## config.mk

```make
export PLATFORM = sky130hd
export DESIGN_NAME = arm_pipelined_hazard_sequencer_flat
export DESIGN_NICKNAME = d
export VERILOG_FILES = /design/src/rtl/arm_pipelined_hazard_sequencer_if.sv /design/src/rtl/arm_pipelined_hazard_sequencer.sv /design/src/flat_wrapper.sv
export SDC_FILE = /design/constraint.sdc
export NUM_CORES = 1
export LEC_CHECK = 0
export CAP_MARGIN = 20
export CELL_PAD_IN_SITES_DETAIL_PLACEMENT = 1
export CELL_PAD_IN_SITES_GLOBAL_PLACEMENT = 1
export CORE_ASPECT_RATIO = 0.5
export CORE_MARGIN = 2
export CORE_UTILIZATION = 18
export CTS_CLUSTER_SIZE = 20
export DETAILED_ROUTE_END_ITERATION = 10
export PLACE_DENSITY = 0.75
export SLEW_MARGIN = 10
export SYNTH_ARGS = -nofsm -noshare
export SYNTH_HDL_FRONTEND = slang
export SYNTH_SLANG_ARGS = --single-unit
export TNS_END_PERCENT = 5
```

## constraint.sdc

```tcl
create_clock -name i_CLK -period 1.75 [get_ports i_CLK]
set_input_delay 0.2625 -clock i_CLK [delete_from_list [all_inputs] [get_ports i_CLK]]
set_output_delay 0.2625 -clock i_CLK [all_outputs]
set_load 0.01 [all_outputs]
```

## src/rtl/arm_pipelined_hazard_sequencer_if.sv

```systemverilog
// Hazard-unit signal bundle between the ARM 5-stage datapath and its hazard sequencer.
// The datapath side uses the master modport; the hazard sequencer uses the slave modport.
interface arm_pipelined_hazard_sequencer_if;
  logic [3:0] i_RA1_Decode;
  logic [3:0] i_RA2_Decode;
  logic [3:0] i_RA1_Execute;
  logic [3:0] i_RA2_Execute;
  logic [3:0] i_WA_Execute;
  logic [3:0] i_WA_Memory;
  logic [3:0] i_WA_Writeback;
  logic       i_RegWrite_Memory;
  logic       i_RegWrite_Writeback;
  logic       i_MemToReg_Execute;
  logic       i_PCSrc_Decode;
  logic       i_PCSrc_Execute;
  logic       i_PCSrc_Memory;
  logic       i_PCSrc_Writeback;
  logic       i_BranchTaken_Execute;
  logic       i_MultiCycle_Execute;

  logic [1:0] o_ForwardA_Execute;
  logic [1:0] o_ForwardB_Execute;
  logic       o_Stall_Fetch;
  logic       o_Stall_Decode;
  logic       o_Stall_Execute;
  logic       o_Flush_Decode;
  logic       o_Flush_Execute;
  logic       o_Flush_Memory;
  logic       o_FlagHold_Execute;
  logic       o_Busy;

  modport master (
    output i_RA1_Decode, i_RA2_Decode, i_RA1_Execute, i_RA2_Execute,
           i_WA_Execute, i_WA_Memory, i_WA_Writeback,
           i_RegWrite_Memory, i_RegWrite_Writeback, i_MemToReg_Execute,
           i_PCSrc_Decode, i_PCSrc_Execute, i_PCSrc_Memory, i_PCSrc_Writeback,
           i_BranchTaken_Execute, i_MultiCycle_Execute,
    input  o_ForwardA_Execute, o_ForwardB_Execute,
           o_Stall_Fetch, o_Stall_Decode, o_Stall_Execute,
           o_Flush_Decode, o_Flush_Execute, o_Flush_Memory,
           o_FlagHold_Execute, o_Busy
  );

  modport slave (
    input  i_RA1_Decode, i_RA2_Decode, i_RA1_Execute, i_RA2_Execute,
           i_WA_Execute, i_WA_Memory, i_WA_Writeback,
           i_RegWrite_Memory, i_RegWrite_Writeback, i_MemToReg_Execute,
           i_PCSrc_Decode, i_PCSrc_Execute, i_PCSrc_Memory, i_PCSrc_Writeback,
           i_BranchTaken_Execute, i_MultiCycle_Execute,
    output o_ForwardA_Execute, o_ForwardB_Execute,
           o_Stall_Fetch, o_Stall_Decode, o_Stall_Execute,
           o_Flush_Decode, o_Flush_Execute, o_Flush_Memory,
           o_FlagHold_Execute, o_Busy
  );
endinterface

```

## src/rtl/arm_pipelined_hazard_sequencer.sv

```systemverilog
// Hazard controller for the 5-stage ARM core: Execute forwarding, load-use / PC-write
// stall and flush, and sequencing of multi-cycle Execute ops with flag-write hold.
module arm_pipelined_hazard_sequencer #(
  parameter int MC_LATENCY = 4
) (
  input logic                            i_CLK,
  input logic                            i_NRESET,
  arm_pipelined_hazard_sequencer_if.slave hz
);

  localparam int CW = (MC_LATENCY > 1) ? $clog2(MC_LATENCY) : 1;

  typedef enum logic {
    S_IDLE = 1'b0,
    S_BUSY = 1'b1
  } state_t;

  state_t         state;
  logic [CW-1:0]  cnt;
  logic           mc_start;
  logic           mc_stall;
  logic           ldr_stall;
  logic           pc_pend;
  logic           flush_d;
  logic           flush_e;

  assign mc_start = (state == S_IDLE) && hz.i_MultiCycle_Execute && (MC_LATENCY > 1);
  assign mc_stall = mc_start || ((state == S_BUSY) && (cnt != '0));

  // cnt counts the remaining stalled cycles after the first; the op commits when it hits 0.
  always_ff @(posedge i_CLK or negedge i_NRESET) begin
    if (!i_NRESET) begin
      state <= S_IDLE;
      cnt   <= '0;
    end else begin
      case (state)
        S_IDLE: begin
          if (mc_start) begin
            state <= S_BUSY;
            cnt   <= CW'(MC_LATENCY - 2);
          end
        end
        S_BUSY: begin
          if (cnt != '0) begin
            cnt <= cnt - CW'(1);
          end else begin
            state <= S_IDLE;
          end
        end
        default: begin
          state <= S_IDLE;
          cnt   <= '0;
        end
      endcase
    end
  end

  assign ldr_stall = hz.i_MemToReg_Execute &&
                     ((hz.i_RA1_Decode == hz.i_WA_Execute) ||
                      (hz.i_RA2_Decode == hz.i_WA_Execute));
  assign pc_pend   = hz.i_PCSrc_Decode || hz.i_PCSrc_Execute || hz.i_PCSrc_Memory;
  assign flush_d   = pc_pend || hz.i_PCSrc_Writeback || hz.i_BranchTaken_Execute;
  assign flush_e   = (ldr_stall || hz.i_BranchTaken_Execute) && !mc_stall;

  // A flush wins over a stall on the same pipeline register; all outputs idle in reset.
  always_comb begin
    hz.o_ForwardA_Execute = 2'b00;
    hz.o_ForwardB_Execute = 2'b00;
    hz.o_Stall_Fetch      = 1'b0;
    hz.o_Stall_Decode     = 1'b0;
    hz.o_Stall_Execute    = 1'b0;
    hz.o_Flush_Decode     = 1'b0;
    hz.o_Flush_Execute    = 1'b0;
    hz.o_Flush_Memory     = 1'b0;
    hz.o_FlagHold_Execute = 1'b0;
    hz.o_Busy             = 1'b0;
    if (i_NRESET) begin
      if (hz.i_RegWrite_Memory && (hz.i_RA1_Execute == hz.i_WA_Memory)) begin
        hz.o_ForwardA_Execute = 2'b10;
      end else if (hz.i_RegWrite_Writeback && (hz.i_RA1_Execute == hz.i_WA_Writeback)) begin
        hz.o_ForwardA_Execute = 2'b01;
      end
      if (hz.i_RegWrite_Memory && (hz.i_RA2_Execute == hz.i_WA_Memory)) begin
        hz.o_ForwardB_Execute = 2'b10;
      end else if (hz.i_RegWrite_Writeback && (hz.i_RA2_Execute == hz.i_WA_Writeback)) begin
        hz.o_ForwardB_Execute = 2'b01;
      end
      hz.o_Stall_Fetch      = ldr_stall || pc_pend || mc_stall;
      hz.o_Stall_Decode     = (ldr_stall || mc_stall) && !flush_d;
      hz.o_Stall_Execute    = mc_stall && !flush_e;
      hz.o_Flush_Decode     = flush_d;
      hz.o_Flush_Execute    = flush_e;
      hz.o_Flush_Memory     = mc_stall;
      hz.o_FlagHold_Execute = mc_stall;
      hz.o_Busy             = (state == S_BUSY);
    end
  end

endmodule
```

## src/flat_wrapper.sv

```systemverilog
// flat-port wrapper written by rule: the top's interface ports become plain ports
module arm_pipelined_hazard_sequencer_flat 
#(
  parameter int MC_LATENCY = 4
)
  (i_CLK, i_NRESET, hz_i_RA1_Decode, hz_i_RA2_Decode, hz_i_RA1_Execute, hz_i_RA2_Execute, hz_i_WA_Execute, hz_i_WA_Memory, hz_i_WA_Writeback, hz_i_RegWrite_Memory, hz_i_RegWrite_Writeback, hz_i_MemToReg_Execute, hz_i_PCSrc_Decode, hz_i_PCSrc_Execute, hz_i_PCSrc_Memory, hz_i_PCSrc_Writeback, hz_i_BranchTaken_Execute, hz_i_MultiCycle_Execute, hz_o_ForwardA_Execute, hz_o_ForwardB_Execute, hz_o_Stall_Fetch, hz_o_Stall_Decode, hz_o_Stall_Execute, hz_o_Flush_Decode, hz_o_Flush_Execute, hz_o_Flush_Memory, hz_o_FlagHold_Execute, hz_o_Busy);
  arm_pipelined_hazard_sequencer_if hz_i ();
  input logic i_CLK;
  input logic i_NRESET;
  input wire logic [$bits(hz_i.i_RA1_Decode)-1:0] hz_i_RA1_Decode;
  input wire logic [$bits(hz_i.i_RA2_Decode)-1:0] hz_i_RA2_Decode;
  input wire logic [$bits(hz_i.i_RA1_Execute)-1:0] hz_i_RA1_Execute;
  input wire logic [$bits(hz_i.i_RA2_Execute)-1:0] hz_i_RA2_Execute;
  input wire logic [$bits(hz_i.i_WA_Execute)-1:0] hz_i_WA_Execute;
  input wire logic [$bits(hz_i.i_WA_Memory)-1:0] hz_i_WA_Memory;
  input wire logic [$bits(hz_i.i_WA_Writeback)-1:0] hz_i_WA_Writeback;
  input wire logic [$bits(hz_i.i_RegWrite_Memory)-1:0] hz_i_RegWrite_Memory;
  input wire logic [$bits(hz_i.i_RegWrite_Writeback)-1:0] hz_i_RegWrite_Writeback;
  input wire logic [$bits(hz_i.i_MemToReg_Execute)-1:0] hz_i_MemToReg_Execute;
  input wire logic [$bits(hz_i.i_PCSrc_Decode)-1:0] hz_i_PCSrc_Decode;
  input wire logic [$bits(hz_i.i_PCSrc_Execute)-1:0] hz_i_PCSrc_Execute;
  input wire logic [$bits(hz_i.i_PCSrc_Memory)-1:0] hz_i_PCSrc_Memory;
  input wire logic [$bits(hz_i.i_PCSrc_Writeback)-1:0] hz_i_PCSrc_Writeback;
  input wire logic [$bits(hz_i.i_BranchTaken_Execute)-1:0] hz_i_BranchTaken_Execute;
  input wire logic [$bits(hz_i.i_MultiCycle_Execute)-1:0] hz_i_MultiCycle_Execute;
  output wire logic [$bits(hz_i.o_ForwardA_Execute)-1:0] hz_o_ForwardA_Execute;
  output wire logic [$bits(hz_i.o_ForwardB_Execute)-1:0] hz_o_ForwardB_Execute;
  output wire logic [$bits(hz_i.o_Stall_Fetch)-1:0] hz_o_Stall_Fetch;
  output wire logic [$bits(hz_i.o_Stall_Decode)-1:0] hz_o_Stall_Decode;
  output wire logic [$bits(hz_i.o_Stall_Execute)-1:0] hz_o_Stall_Execute;
  output wire logic [$bits(hz_i.o_Flush_Decode)-1:0] hz_o_Flush_Decode;
  output wire logic [$bits(hz_i.o_Flush_Execute)-1:0] hz_o_Flush_Execute;
  output wire logic [$bits(hz_i.o_Flush_Memory)-1:0] hz_o_Flush_Memory;
  output wire logic [$bits(hz_i.o_FlagHold_Execute)-1:0] hz_o_FlagHold_Execute;
  output wire logic [$bits(hz_i.o_Busy)-1:0] hz_o_Busy;
  assign hz_i.i_RA1_Decode = hz_i_RA1_Decode;
  assign hz_i.i_RA2_Decode = hz_i_RA2_Decode;
  assign hz_i.i_RA1_Execute = hz_i_RA1_Execute;
  assign hz_i.i_RA2_Execute = hz_i_RA2_Execute;
  assign hz_i.i_WA_Execute = hz_i_WA_Execute;
  assign hz_i.i_WA_Memory = hz_i_WA_Memory;
  assign hz_i.i_WA_Writeback = hz_i_WA_Writeback;
  assign hz_i.i_RegWrite_Memory = hz_i_RegWrite_Memory;
  assign hz_i.i_RegWrite_Writeback = hz_i_RegWrite_Writeback;
  assign hz_i.i_MemToReg_Execute = hz_i_MemToReg_Execute;
  assign hz_i.i_PCSrc_Decode = hz_i_PCSrc_Decode;
  assign hz_i.i_PCSrc_Execute = hz_i_PCSrc_Execute;
  assign hz_i.i_PCSrc_Memory = hz_i_PCSrc_Memory;
  assign hz_i.i_PCSrc_Writeback = hz_i_PCSrc_Writeback;
  assign hz_i.i_BranchTaken_Execute = hz_i_BranchTaken_Execute;
  assign hz_i.i_MultiCycle_Execute = hz_i_MultiCycle_Execute;
  assign hz_o_ForwardA_Execute = hz_i.o_ForwardA_Execute;
  assign hz_o_ForwardB_Execute = hz_i.o_ForwardB_Execute;
  assign hz_o_Stall_Fetch = hz_i.o_Stall_Fetch;
  assign hz_o_Stall_Decode = hz_i.o_Stall_Decode;
  assign hz_o_Stall_Execute = hz_i.o_Stall_Execute;
  assign hz_o_Flush_Decode = hz_i.o_Flush_Decode;
  assign hz_o_Flush_Execute = hz_i.o_Flush_Execute;
  assign hz_o_Flush_Memory = hz_i.o_Flush_Memory;
  assign hz_o_FlagHold_Execute = hz_i.o_FlagHold_Execute;
  assign hz_o_Busy = hz_i.o_Busy;
  arm_pipelined_hazard_sequencer #(.MC_LATENCY(MC_LATENCY)) u_core (.i_CLK(i_CLK), .i_NRESET(i_NRESET), .hz(hz_i));
endmodule
```

==> results.md, run 1 <==
- Outcome: finished with violations
- Failing checks: negative setup slack
- Slew Limit Headroom: 81.2%
- Post-synth top area share: 27.7%
- Largest net degree at the start of global routing: 9
- Worst setup path category: input pin to primary output
- Ant. Diodes: 0
- Internal: 0.573 mW
- Syn Nets: 106
- CTS tree: yes
- Post-DP HPWL: 1840 um
- Crit-path cells: clkdlybuf4s50_1, buf_4, o211ai_1, buf_4, a21oi_2, buf_2
- Clock slew at reported path FFs: 40 ps
- Final WL: 2680 um
- Port bufs: 50
- Row count: 13
- Critical-path maximum fanout: 8
- Worst-skew pair later-pin latency: 220 ps
- Final net count: 183
- YS warnings: 0
- Net Sw Power: 0.361 mW
- Final hold violation count: 0
- CP Data Arrival Time: 1500 ps
- Via-to-Cell Ratio: 4.03
- Peak supply drop: 0.000296 V
- CTS sink cnt: 3
- Cells after synthesis: 66
- Fin util: 49.8%
- Post-synth top area cell: xor2_1
- Synth unique cells: 18
- Startpoint types: input pin
- Top post-synthesis cells by area: xor2_1 (28%), xnor2_1 (16%), dfrtp_1 (15%)
- Crit share post-route: 101%
- Crit-path leading delay family: buffers and inverters
- Min Clock Period, post-route: 1760 ps
- Clock group share of total power: 22.5%
- Wire per inst: 15.0 um
- Detailed-router iteration count before antenna repair: 4
- Total CTS buffers: 3
- Final Wtd Congestion: 0.752
- Max Fclk: 567 MHz
- DRC viols: 0
- Clock buffer depth: 2
- Slowest cell on the critical path: clkdlybuf4s50_1
- Yosys reg bits: 3
- Pwr Density: 711 nW/um2
- Post-Syn Area: 507 um2
- Syn Area/Cell: 7.68 um2
- RSZ-0062 raised after global routing: yes
- Hold WC Path Type: input pin to flop
- Max Cap Viol: 0
- Setup TNS: -14.9 ps
- CP most frequent cell: buf_4
- Final setup fails: 1
- Die Ht: 41.5 um
- Die Area: 3280 um2
- Clock Skew: 3.79 ps
- Antenna viol nets, final: 0
- Final setup margin: -14.9 ps
- Tightest Pin Transition: 279 ps
- Slew Viols, Final: 0
- Die width: 79.0 um
- Worst stage delay on the critical path: 500 ps
- Flop pwr share: 13.4%
- Most frequent cells in the layout: buf_4 (24), dlygate4sd2_1 (14), xor2_1 (11), clkdlybuf4s15_1 (11), buf_2 (10)
- Initial Util: 19.2%
- Number of global-route vias before repair: 776
- Register area share after synthesis: 14.8%
- First-pass GRT wire length: 3740 um
- # IOs: 51
- Drt first-iter violations: 21
- # H-tree levels: 1
- Most common cell after layout, fill and taps aside: buf_4
- # hold bufs at CTS: 0
- Layout area overhead: 159%
- Total gr overflow: 0
- Switching Fraction: 38.7%
- Gr usage total: 14.7%
- Final hold slack: 525 ps
- Initial antenna violation count: 0
- Data required, critical path: 1490 ps
- Placed inst area: 1170 um2
- Vias: 722
- Crit path capture type: primary output
- Pre-CTS WS: -647 ps
- Logic pwr share: 64.1%
- Worst Path Buf+Inv: 4
- LEAKAGE: 0.615 nW
- Layout cell share with drive strength beyond 1: 43.0%
- Core area: 2640 um2
- Clock root cell: clkbuf_8
- Design area: 1310 um2
## path summary, 6_finish.rpt
check | start | end | slack, ps | depth (start not counted)
max | i_NRESET | hz_o_Flush_Execute | -10 | 6
min reg2reg | u_core.state | u_core.cnt[1] | 610 | 2
min | hz_i_MultiCycle_Execute | u_core.cnt[0] | 520 | 3
max in group asynchronous | i_NRESET | u_core.cnt[1] | 1100 | 3
min in group asynchronous | i_NRESET | u_core.cnt[0] | 540 | 3
max reg2reg | u_core.cnt[0] | u_core.cnt[0] | 620 | 6
## synth_stat cells (all sizes together)
| library cell | count |
|---|---|
| nor3 | 1 |
| ha | 1 |
| nor2 | 1 |
| a21oi | 4 |
| and2 | 4 |
| nand3 | 2 |
| buf | 2 |
| nand2 | 7 |
| xnor2 | 9 |
| o211ai | 1 |
| xor2 | 16 |
| nor4 | 6 |
| mux2i | 1 |
| o31ai | 1 |
| dfrtp | 3 |
| or3 | 2 |
| inv | 4 |
| o21ai | 1 |
## registers in the layout, indices dropped and copies added (netlist names)
| name | cells |
|---|---|
| u_core.cnt | 2 |
| u_core.state | 1 |
## metrics by stage
step           power, mW  cells
3_3_place_gp       0.678    169
2_1_floorplan      0.372     66
3_5_place_dp       0.696    169
6_report           0.934    179
5_1_grt             1.00    179
4_1_cts            0.901    178
## layout make-up
| cell class | instances | area, um2 |
|---|---|---|
| clock buffers | 4 | 45.0 |
| fillers | 329 | 1320 |
| inverters | 4 | 15.0 |
| multi-input cells | 57 | 528 |
| flip-flops and latches | 3 | 75.1 |
| well taps | 37 | 46.3 |
| repair buffers | 74 | 603 |
## worst min-delay path, delay by kind of cell
family	cells	cell delay [ps]
buf+inv	2	360
compound gates	1	70
## power by group through the flow
stage	combinational (mW)	sequential (mW)	clock, mW
after floorplan	0.238	0.133	0
after global routing	0.647	0.132	0.224
final	0.599	0.125	0.210
after CTS	0.566	0.123	0.212
after detailed placement	0.571	0.124	0
after global placement	0.555	0.123	0
## cell families (layout without fill, tap and decap cells)
kind of cell	after synthesis	count (layout)	synth area share, %
simple gates	23	23	23.7
fa+ha+maj	1	1	2.47
flops	3	3	14.8
mux	1	1	1.98
xor+xnor	25	25	43.2
buf+inv	6	82	5.92
compound gates	7	7	7.90
## routing by layer
| layer | up-vias | GRT usage, % | part of all wire (%) |
|---|---|---|---|
| li1 | 368 | - | - |
| met1 | 335 | 17.2 | 42 |
| met2 | 19 | 29.2 | 56 |
| met3 | 0 | 2.61 | 2.5 |
| met4 | 0 | 1.03 | 0 |
| met5 | - | 0 | 0 |
## timing repair
item / in CTS / in global routing
hold endpoints to repair: 0 / 0
pin swaps: 21 / 19
resized for setup: 94 / 28
cloned: 0 / 0
setup endpoints to repair: 12 / 11
setup buffers: 5 / 1
Power figures use the tool's default switching activity.
==> inputs of run 2 (changes only) <==
PLACE_DENSITY = unset   (was 0.75)
PLACE_DENSITY_LB_ADDON = 0.08   (was unset)
==> run 2 against run 1 <==
- first-iteration DRC count down 86%
- global-route usage down 0.61 points
- utilization down 2.1 points
- fmax down 0.80%
- hold slack worse by 180 ps
- clock power down 5%
- the flow still finishes with violations (negative setup slack)
- combinational power down 1%
- setup slack worse by 14 ps
- critical path depth up 1
- total power down 0.86%
- cell count down 2.2%
- clock-buffer cell count unchanged
==> results.md, run 2 (synthesis results as in run 1) <==
- Critical-path maximum fanout: 3
- # IOs: 51
- Clock slew at reported path FFs: 30 ps
- Antenna viol nets, final: 0
- Die Ht: 41.5 um
- Top reg by flops: u_core.cnt
- Max Fclk: 562 MHz
- First-pass GRT wire length: 3550 um
- CTS sink cnt: 3
- Wire per inst: 13.2 um
- Largest registers: u_core.cnt: 2 flops, u_core.state: 1 flops
- Flop pwr share: 14.4%
- Peak supply drop: 0.000247 V
- Gr usage total: 14.1%
- Clock Skew: 2.92 ps
- DRC viols: 0
- Hold WC Path Type: input pin to asynchronous set/reset pin
- Largest register FFs: 2
- Most frequent cells in the layout: buf_4 (20), xor2_1 (14), dlygate4sd2_1 (14), xnor2_1 (9), dlymetal6s2s_1 (9)
- Crit path capture type: primary output
- Number of global-route vias before repair: 834
- Layout cell share with drive strength beyond 1: 37.7%
- Setup TNS: -29.2 ps
- Final hold violation count: 0
- Min Clock Period, post-route: 1780 ps
- CTS tree: yes
- Crit share post-route: 102%
- Via-to-Cell Ratio: 4.22
- Final Wtd Congestion: 0.772
- Crit-path leading delay family: buffers and inverters
- Final cell count without fillers: 175
- Worst stage delay on the critical path: 270 ps
- Failing checks: negative setup slack
- Total gr overflow: 0
- Pwr Density: 737 nW/um2
- Initial antenna violation count: 0
- Die width: 79.0 um
- Crit-path cells: dlygate4sd2_1, xor2_1, nor4_2, o211ai_1, buf_4, a21oi_2, buf_2
- Most common cell after layout, fill and taps aside: buf_4
- Placed cells: 166
- Clock root cell: clkbuf_8
- Ant. Diodes: 0
- Detailed-router iteration count before antenna repair: 4
- Vias: 738
- Slowest cell on the critical path: nor4_2
- Die Area: 3280 um2
- LEAKAGE: 0.644 nW
- Total CTS buffers: 3
- Final net count: 179
- Data required, critical path: 1490 ps
- Final hold slack: 342 ps
- Clock buffer depth: 2
- Worst-skew pair later-pin latency: 210 ps
- Layout area overhead: 148%
- # H-tree levels: 1
- Clock group share of total power: 21.6%
- Switching Fraction: 35.8%
- Final WL: 2310 um
- Worst Path Buf+Inv: 3
- Initial Util: 19.2%
- Tightest Pin Transition: 278 ps
- Row count: 13
- Core area: 2640 um2
- Slew Viols, Final: 0
- Filler cells: 328
- Startpoint types: input pin
- Logic pwr share: 64.0%
- Port bufs: 50
- Net Sw Power: 0.332 mW
- CP Data Arrival Time: 1520 ps
- Final setup margin: -29.2 ps
- Internal: 0.594 mW
- Post-DP HPWL: 1870 um
- Pre-CTS WS: -643 ps
- Slew Limit Headroom: 81.4%
- Drt first-iter violations: 3
- Largest net degree at the start of global routing: 8
- Final setup fails: 1
- Max Cap Viol: 0
- RSZ-0062 raised after global routing: yes
- Outcome: finished with violations
- Worst setup path category: input pin to primary output
run 2: cell count changes in the layout (fill, tap and decap cells not counted), sizes merged:
cell           change
buf                -6
clkbuf             +3
clkdlybuf4s15      -9
clkdlybuf4s50      +2
dlymetal6s2s       +6
run 2: layout make-up:
type | instances | area, um2 | area share [%]
repair buffers | 70 | 587 | 46.7
clock buffers | 4 | 45.0 | 3.59
multi-input cells | 57 | 488 | 38.8
inverters | 4 | 15.0 | 1.20
well taps | 37 | 46.3 | 3.69
flip-flops and latches | 3 | 75.1 | 5.98
run 2: routing by layer:
layer	share of wire, %	up-vias	track usage (%)
met1	37	336	14.2
met5	0	-	0
met2	54	36	26.6
met3	7.2	4	5.00
li1	-	362	-
met4	1.7	0	5.86
run 2: tightest hold or removal path, delay by kind of cell:
| family | cells | cell delay, ps |
|---|---|---|
| buf+inv | 3 | 610 |
run 2: stage by stage:
| step | total power [mW] | utilization [%] | instance area [um2] |
|---|---|---|---|
| after floorplan | 0.372 | - | 507 |
| after global placement | 0.666 | 43.7 | 1150 |
| after detailed placement | 0.710 | 43.7 | 1150 |
| after CTS | 0.930 | 46.0 | 1210 |
| after global routing | 1.01 | 47.7 | 1260 |
| final | 0.926 | 47.7 | 1260 |
run 2: final timing paths:
path / end / from / cells after the start / slack (ps)
worst min register to register: u_core.cnt[1] / u_core.state / 2 / 620
worst min-delay path: u_core.cnt[0] / i_NRESET / 3 / 340
worst max register to register: u_core.cnt[1] / u_core.cnt[0] / 6 / 610
worst max-delay path: hz_o_Stall_Decode / hz_i_RA2_Decode[2] / 7 / -30
min in group i_CLK: u_core.cnt[1] / u_core.state / 2 / 620
max in group asynchronous: u_core.cnt[1] / i_NRESET / 3 / 1310
run 2: power by group through the flow:
stage / clock, mW / sequential [mW] / combinational (mW)
CTS: 0.207 / 0.131 / 0.592
global route: 0.212 / 0.137 / 0.656
detailed placement: 0 / 0.129 / 0.581
finish: 0.200 / 0.134 / 0.592
global placement: 0 / 0.123 / 0.543
floorplan: 0 / 0.133 / 0.238
run 2: timing repair:
action                     in CTS  in global routing
hold buffers                    0                  0
setup endpoints to repair      12                 11
setup buffers                   4                  1
hold endpoints to repair        0                  0
gates resized for setup        69                 35
pin swaps                      11                 14
==> patch: new RTL, config.mk and constraints of run 1 <==
`MC_LATENCY` is set to 4 in 2 places; all go to 16.
--- a/src/rtl/arm_pipelined_hazard_sequencer.sv
+++ b/src/rtl/arm_pipelined_hazard_sequencer.sv
@@ -3,3 +3,3 @@
 module arm_pipelined_hazard_sequencer #(
-  parameter int MC_LATENCY = 4
+  parameter int MC_LATENCY = 16
 ) (
--- a/src/flat_wrapper.sv
+++ b/src/flat_wrapper.sv
@@ -3,3 +3,3 @@
 #(
-  parameter int MC_LATENCY = 4
+  parameter int MC_LATENCY = 16
 )
Check against the original RTL: not equivalent (a bounded check fails within 4 cycles, from zero or initial values and one cycle with i_NRESET low).
==> patch against run 1 <==
The flow still finishes with violations (negative setup slack); core utilization shrank 7.0 points; final area grew 12%; combinational power grew 52%; cell count grew 18%; power grew 46%; sequential cell count grew 2; maximum frequency shrank 11%; clock power grew 3%; non-clock buffer count grew 6; area after synthesis grew 27%; worst setup slack lost 0.22 ns; routed wire length grew 5.4%; critical endpoint is now hz_o_Stall_Fetch; largest power group unchanged; highest routed layer is now met4.
==> patch: results (changes against run 1) <==
status: "complete, but fails checks"
violations: "negative setup slack"
ir_worst_vdd_mv: 0.278  # -6.3%
cts_setup_buffers: 7  # +2
nNonClkBuffers: 80  # +8.1%
multi_input_gates: 67  # +18%
synth_area_leaders: "xor2_1 (22%), dfrtp_1 (19%), xnor2_1 (14%), nor4_1 (5.8%), nand2_1 (4.7%)"
synth_cell_types: 22  # +4
use_met2: 0.287  # -0.00431
grt_pass1_wl_um: 4360  # +17%
routed.top_layer: "met4"
layout_setup_ws_ns: -0.231  # -0.217 ns
grt_use_total: 0.143  # -0.00398
setup_viol: 9  # +8
drive_above_1_share: 0.344  # -0.0858
place.gp.congestion: 0.732  # -2.7%
clockPowerShare: 0.158  # -0.067
maxSlewHeadroom: 0.808  # -0.00376
taps: 51  # +38%
syn-num-nets: 119  # +12%
fin_skew_ns: 0.00248  # -0.00131 ns
timing.rr.end: "u_core.cnt[3]"
placement.cell_area_mm2: 0.00135  # +15%
grtUsageMet1: 0.160  # -0.0127
synthTopCellsByCount: "xor2_1 (16), xnor2_1 (10), nand2_1 (8)"
-- patch: cell count changes in the layout (fill, tap and decap cells not counted), sizes merged, moves of 2 or more --
cell and change:
a21oi +2, buf +4, clkbuf -4, clkdlybuf4s15 -11, clkdlybuf4s50 +22, dfrtp +2
dlygate4sd2 -2, dlymetal6s2s -3, nor2 +3, nor3 +2, or3 -2
-- patch: logic make-up (layout without fill, tap and decap cells) --
logic type               count (synthesis)  count (layout)  synth area share
AND/OR/NAND/NOR                         30              30             0.264
adder cells (fa/ha/maj)                  1               1            0.0194
buffers and inverters                    7              88            0.0543
AO/OA/AOI/OAI                           10              10             0.115
XOR/XNOR                                26              26             0.353
flip-flops                               5               5             0.194
-- patch: worst max-delay path by stage --
stage / depth (start not counted) / slack [ns] / end
finish: 8 / -0.23 / hz_o_Stall_Fetch
global route: 8 / -0.30 / hz_o_Stall_Fetch
CTS: 8 / -0.21 / hz_o_Stall_Fetch
detailed placement: 6 / -0.64 / hz_o_Flush_Execute
global placement: 6 / -0.57 / hz_o_Stall_Decode
floorplan: 6 / 0.13 / hz_o_Stall_Fetch
-- patch: through the flow --
step | setup WS, ns | hold slack [ns] | TNS, ns | total power, uW | instances
3_5_place_dp | -0.638 | 0.567 | -4.93 | 983 | 199
6_report | -0.231 | 0.141 | -0.874 | 1360 | 211
3_3_place_gp | -0.567 | 0.561 | -4.62 | 944 | 199
2_1_floorplan | 0.127 | -0.0331 | 0 | 587 | 79
5_1_grt | -0.303 | 0.177 | -1.71 | 1460 | 211
4_1_cts | -0.214 | 0.138 | -0.727 | 1330 | 210
-- patch: worst max-delay path, stage by stage (launching register included) --
cell,delay [ns]
dfrtp_1,0.38
inv_2,0.08
ha_4,0.13
nor3b_4,0.22
a21oi_2,0.09
buf_4,0.16
o41ai_4,0.20
nand2_1,0.07
buf_2,0.15
